`src/rtl/serial_adder_if.sv`:
```
// Handshake and operand/result bundle for the bit-serial adder.
// The requester (master) drives start and both operands; the adder (slave)
// returns busy, the done pulse and the WIDTH+1-bit sum.
interface serial_adder_if #(
   parameter int WIDTH = 4
);
   logic             start;
   logic [WIDTH-1:0] bit1;
   logic [WIDTH-1:0] bit2;
   logic             busy;
   logic             done;
   logic [WIDTH:0]   final_answer;

   modport master (
      output start,
      output bit1,
      output bit2,
      input  busy,
      input  done,
      input  final_answer
   );

   modport slave (
      input  start,
      input  bit1,
      input  bit2,
      output busy,
      output done,
      output final_answer
   );
endinterface : serial_adder_if

```
`src/rtl/serial_adder.sv`:
```
// Bit-serial ripple adder: one full-adder step per clock, LSB first, with the
// carry kept in a flip-flop. Operands are captured on an accepted start and the
// WIDTH+1-bit unsigned sum (carry-out in the top bit) is valid while done is high
// and stays stable until the next accepted start.
module serial_adder #(
   parameter int WIDTH = 4
) (
   input logic           clk,
   input logic           reset,
   serial_adder_if.slave bus
);

   // Counter must hold 0..WIDTH and also index every bit of the WIDTH+1-bit sum.
   localparam int              CW       = $clog2(WIDTH + 1);
   localparam logic [CW-1:0]   LAST_BIT = CW'(WIDTH - 1);
   localparam logic [CW-1:0]   CNT_ONE  = CW'(1);

   typedef enum logic [1:0] {
      IDLE = 2'b00,
      RUN  = 2'b01,
      DONE = 2'b10
   } state_t;

   // Carry generate of a full adder.
   function automatic logic majority(input logic x, input logic y, input logic z);
      return (x & y) | (x & z) | (y & z);
   endfunction

   // Sum output of a full adder.
   function automatic logic fa_sum(input logic x, input logic y, input logic z);
      return x ^ y ^ z;
   endfunction

   state_t           state_q, state_d;
   logic [WIDTH-1:0] a_q, a_d;
   logic [WIDTH-1:0] b_q, b_d;
   logic             carry_q, carry_d;
   logic [CW-1:0]    cnt_q, cnt_d;
   logic [WIDTH:0]   sum_q, sum_d;
   logic             busy_q, busy_d;
   logic             done_q, done_d;
   logic             sum_bit_s;
   logic             carry_s;

   // Full-adder step on the current LSBs and the stored carry.
   always_comb begin
      sum_bit_s = fa_sum(a_q[0], b_q[0], carry_q);
      carry_s   = majority(a_q[0], b_q[0], carry_q);
   end

   // Next-state, datapath and output-flag decode; busy/done are computed for the
   // state being entered so that both leave the block straight from flops.
   always_comb begin
      state_d = state_q;
      a_d     = a_q;
      b_d     = b_q;
      carry_d = carry_q;
      cnt_d   = cnt_q;
      sum_d   = sum_q;
      busy_d  = 1'b0;
      done_d  = 1'b0;

      case (state_q)
         IDLE: begin
            if (bus.start) begin
               // Capture operands and clear the result so stale upper bits
               // from the previous sum never mix with the new one.
               a_d     = bus.bit1;
               b_d     = bus.bit2;
               carry_d = 1'b0;
               cnt_d   = '0;
               sum_d   = '0;
               busy_d  = 1'b1;
               state_d = RUN;
            end else begin
               state_d = IDLE;
            end
         end

         RUN: begin
            // Requests arriving here are dropped; operands are not touched.
            carry_d        = carry_s;
            sum_d[cnt_q]   = sum_bit_s;
            a_d            = a_q >> 1;
            b_d            = b_q >> 1;
            cnt_d          = cnt_q + CNT_ONE;
            if (cnt_q == LAST_BIT) begin
               sum_d[WIDTH] = carry_s;
               done_d       = 1'b1;
               state_d      = DONE;
            end else begin
               busy_d       = 1'b1;
               state_d      = RUN;
            end
         end

         DONE: begin
            // One-cycle result strobe, then back to IDLE whatever start says.
            state_d = IDLE;
         end

         default: begin
            // Unreachable encoding: fall back to a safe idle state.
            state_d = IDLE;
            carry_d = 1'b0;
            cnt_d   = '0;
         end
      endcase
   end

   // State and datapath registers; synchronous reset aborts any operation.
   always_ff @(posedge clk) begin
      if (reset) begin
         state_q <= IDLE;
         a_q     <= '0;
         b_q     <= '0;
         carry_q <= 1'b0;
         cnt_q   <= '0;
         sum_q   <= '0;
         busy_q  <= 1'b0;
         done_q  <= 1'b0;
      end else begin
         state_q <= state_d;
         a_q     <= a_d;
         b_q     <= b_d;
         carry_q <= carry_d;
         cnt_q   <= cnt_d;
         sum_q   <= sum_d;
         busy_q  <= busy_d;
         done_q  <= done_d;
      end
   end

   assign bus.busy         = busy_q;
   assign bus.done         = done_q;
   assign bus.final_answer = sum_q;

endmodule : serial_adder

```
`src/flat_wrapper.sv`:
```
// flat-port wrapper written by rule: the top's interface ports become plain ports
module serial_adder_flat 
#(
   parameter int WIDTH = 4
)
  (clk, reset, bus_start, bus_bit1, bus_bit2, bus_busy, bus_done, bus_final_answer);
  serial_adder_if #(.WIDTH(WIDTH)) bus_i ();
  input logic clk;
  input logic reset;
  input wire logic [$bits(bus_i.start)-1:0] bus_start;
  input wire logic [$bits(bus_i.bit1)-1:0] bus_bit1;
  input wire logic [$bits(bus_i.bit2)-1:0] bus_bit2;
  output wire logic [$bits(bus_i.busy)-1:0] bus_busy;
  output wire logic [$bits(bus_i.done)-1:0] bus_done;
  output wire logic [$bits(bus_i.final_answer)-1:0] bus_final_answer;
  assign bus_i.start = bus_start;
  assign bus_i.bit1 = bus_bit1;
  assign bus_i.bit2 = bus_bit2;
  assign bus_busy = bus_i.busy;
  assign bus_done = bus_i.done;
  assign bus_final_answer = bus_i.final_answer;
  serial_adder #(.WIDTH(WIDTH)) u_core (.clk(clk), .reset(reset), .bus(bus_i));
endmodule
```
`config.mk`:
```
export PLATFORM = sky130hd
export DESIGN_NAME = serial_adder_flat
export DESIGN_NICKNAME = d
export VERILOG_FILES = /design/src/rtl/serial_adder_if.sv /design/src/rtl/serial_adder.sv /design/src/flat_wrapper.sv
export SDC_FILE = /design/constraint.sdc
export NUM_CORES = 1
export LEC_CHECK = 0
export BUFFER_PORTS_ARGS = -buffer_cell sky130_fd_sc_hd__buf_4
export CAP_MARGIN = 0
export CELL_PAD_IN_SITES_DETAIL_PLACEMENT = 1
export CELL_PAD_IN_SITES_GLOBAL_PLACEMENT = 2
export CORE_MARGIN = 2
export CORE_UTILIZATION = 34
export DETAILED_ROUTE_END_ITERATION = 12
export HOLD_SLACK_MARGIN = 0.08
export PLACE_DENSITY = 0.83
export SETUP_SLACK_MARGIN = 0.4
export SLEW_MARGIN = 20
export SYNTH_ARGS = -nofsm -noshare
export SYNTH_HDL_FRONTEND = slang
export SYNTH_SLANG_ARGS = --single-unit
```
`constraint.sdc`:
```
create_clock -name clk -period 3.66 [get_ports clk]
set_clock_uncertainty 0.15 [all_clocks]
set_input_delay 0.366 -clock clk [delete_from_list [all_inputs] [get_ports clk]]
set_output_delay 0.366 -clock clk [all_outputs]
set_load 0.05 [all_outputs]
```
==> flow_summary.json <==
{
  "status": "completed",
  "avgSynthCellArea_um2": 8.97,
  "post-route-worst-setup-slack_ps": 1940,
  "cts.sinks": 20,
  "period_needed_ps": 1720,
  "cp_data_arrival_time_ps": 1200,
  "average_detailed_routed_wire_length_per_instance_um": 15.2,
  "yosysWarningCount": 0,
  "fin_util_pct": 41.6,
  "grt_pass1_wl_um": 4000,
  "timing.critical_path.slowest_cell_delay_ps": 610,
  "yosysMostFrequentCell": "sky130_fd_sc_hd__dfxtp_1",
  "period_share_pct": 46.9,
  "diodes": 0,
  "vdd.ir_drop.worst_v": 0.000192,
  "clkSlewWorstSetupHoldPaths_ps": 120,
  "grt_overflow_total": 0,
  "fraction_of_layout_cells_with_a_size_suffix_above_1_pct": 19.7,
  "crit_path_end_kind": "primary output",
  "final-hold-violation-count": 0,
  "vias": 846,
  "design.portCount": 18,
  "setup_tns_after_final_layout_ps": 0,
  "finish.cell_count_without_fillers": 153,
  "synth_area_um2": 977,
  "synth-edff-count": 0,
  "finalWirelength_um": 2320,
  "worst-endpoint-required_ps": 3140,
  "timing.critical_path.slowest_stage_cell": "sky130_fd_sc_hd__dfxtp_1",
  "ctsHtreeMaxLevel": 1,
  "yosys-top-cells-area": "sky130_fd_sc_hd__dfxtp_1, sky130_fd_sc_hd__a311oi_1, sky130_fd_sc_hd__nor2_1",
  "cts_hold_repair.buffers": 0,
  "total_power_uw": 494,
  "hpwlAfterDp_um": 1600,
  "syn_to_final_growth_pct": 16.4,
  "min_delay_path_depth": 3,
  "slew_headroom_pct": 70.8,
  "setup.worst_path.start": "u_core.state_q[0]",
  "drc": 0,
  "synth-seq-cells": 20,
  "total_power_per_unit_cell_area_mw_per_mm2": 434,
  "share_of_the_yosys_chip_area_belonging_to_registers_pct": 41.0,
  "met3RoutedLength_um": 94,
  "hold_path_class": "input port to flop",
  "critical_path.n_buffers_inverters": 1,
  "static-leakage-power_nw": 0.444,
  "synth_top_area_share_pct": 41.0,
  "fillerInstances": 329,
  "maxUsedRoutingLayer": "met4",
  "setup_viol_count_final": 0,
  "cts_repair_resize_count": 0,
  "drt-vias-per-instance": 5.53,
  "num_rows": 19,
  "die_w_um": 57.6,
  "worst_hold_path.endpoint": "u_core.a_q[3]",
  "first_iter_violations": 13,
  "vert_die_dim_um": 57.6,
  "postSynth.asyncResetShare_pct": 0,
  "fmax_mhz": 582,
  "clock_latency_ps": 300,
  "grt_start_max_net_pins": 22,
  "maxSlewViolCount": 0,
  "max-cap-violations": 0,
  "synth_commonest_cells": "sky130_fd_sc_hd__dfxtp_1, sky130_fd_sc_hd__nor2_1, sky130_fd_sc_hd__nand2_1",
  "firstDrtPassIters": 4,
  "worstPathCellList": "buf_4",
  "final_net_count": 137,
  "clockRootBuffer": "sky130_fd_sc_hd__clkbuf_4",
  "start_kind": "flop",
  "dieArea_mm2": 0.00332,
  "setup.reg_to_reg.worst_slack_ps": 1950,
  "hold_sp": "bus_bit1[3]",
  "placed_cells": 149,
  "mappedNetlistNets": 123,
  "routed-wl-met2_um": 1060,
  "dominant_register_cell_in_the_synthesized_netlist": "sky130_fd_sc_hd__dfxtp_1",
  "dp_worst_setup_slack_ps": 1970,
  "cts_tree": "built",
  "timing_worst_slew_pin_value_ps": 437,
  "syn-instance-count": 109,
  "critical_path_class": "flop to primary output",
  "grt.total_usage_pct": 15.4,
  "timing.rr.end": "u_core.bus.final_answer[4]",
  "antenna_found_initial": 0,
  "cts_post_setup_buffers_inserted": 0,
  "worstRegToRegCells": 3,
  "timing.critical_path.max_delay_family": "flip-flops",
  "met1_wire_length_um": 1140,
  "worst-path-max-fanout": 15,
  "grt_setup_unrepaired": "no",
  "place_congestion": 0.731,
  "core_region_area_mm2": 0.00273,
  "detail_route_antenna_nets": 0,
  "clk_path_buf_depth": 2,
  "initial_core_util_pct": 35.7,
  "synth.largest_area_cell": "sky130_fd_sc_hd__dfxtp_1",
  "io_buffer_count": 17,
  "timing.rr.start": "u_core.state_q[0]",
  "synth.lib_cells_used.distinct": 30,
  "cts_inserted_buffers": 3,
  "number_of_global_route_vias_before_repair": 874
}
## power by group
part           internal (mW)  switching, mW  leakage (nW)
Clock                  0.111         0.0755        0.0279
Sequential             0.228         0.0115         0.163
Combinational         0.0289         0.0392         0.253
Total                  0.368          0.126         0.444
## state kept, by name, summed over array words and instances (netlist names)
signal / count
u_core.state_q: 2
u_core.cnt_q: 3
u_core.bus.final_answer: 5
u_core.b_q: 4
u_core.bus.done: 1
u_core.a_q: 4
u_core.carry_q: 1
## stage by stage
stage          cell area (um2)  hold WS, ps
2_1_floorplan              977          305
3_3_place_gp              1080          318
3_5_place_dp              1080          326
4_1_cts                   1140          131
5_1_grt                   1140          140
6_report                  1140          138
## kinds of logic (layout without fill, tap and decap cells)
group	count (synthesis)	count (layout)	share of synthesized area [%]
AND/OR/NAND/NOR	45	45	24.7
adder cells (fa/ha/maj)	3	3	4.61
flip-flops	20	20	41.0
buffers and inverters	14	27	8.32
AO/OA/AOI/OAI	27	27	21.4
## area by class of cell
class | count | area [um2] | area share [%]
repair buffers | 17 | 128 | 11.2
well taps | 31 | 38.8 | 3.41
clock buffers | 3 | 22.5 | 1.98
multi-input cells | 75 | 495 | 43.6
clock inverters | 1 | 30.0 | 2.64
flip-flops and latches | 20 | 400 | 35.2
inverters | 6 | 22.5 | 1.98
## how the worst max path moves through the flow
stage                                       to  cells past startpoint
floorplan           u_core.bus.final_answer[0]                      4
global placement    u_core.bus.final_answer[4]                      3
detailed placement  u_core.bus.final_answer[4]                      3
CTS                                   bus_busy                      1
global route        u_core.bus.final_answer[4]                      3
finish                                bus_busy                      1
## cells in the final DEF (no fill, tap or decap), drive strengths merged
cell type / synthesis / layout
a21oi: 6 / 6
a22oi: 2 / 2
a311oi: 6 / 6
a31oi: 1 / 1
a32oi: 3 / 3
and2b: 1 / 1
and4bb: 1 / 1
buf: 6 / 17
bufinv: 0 / 1
clkbuf: 2 / 3
dfxtp: 20 / 20
fa: 1 / 1
ha: 2 / 2
inv: 6 / 6
nand2: 12 / 12
nand2b: 5 / 5
nand3: 3 / 3
nand4bb: 2 / 2
nor2: 13 / 13
nor3: 2 / 2
nor3b: 4 / 4
o211ai: 2 / 2
o21ai: 1 / 1
o21ba: 1 / 1
o21bai: 1 / 1
o31a: 1 / 1
o32ai: 3 / 3
or3b: 1 / 1
or4b: 1 / 1
## layer usage
layer,vias up,track usage [%]
met4,0,6.98
met1,408,21.4
li1,420,-
met5,-,0
met2,16,23.5
met3,2,2.46
No activity file was read; power rests on OpenSTA's default activity.
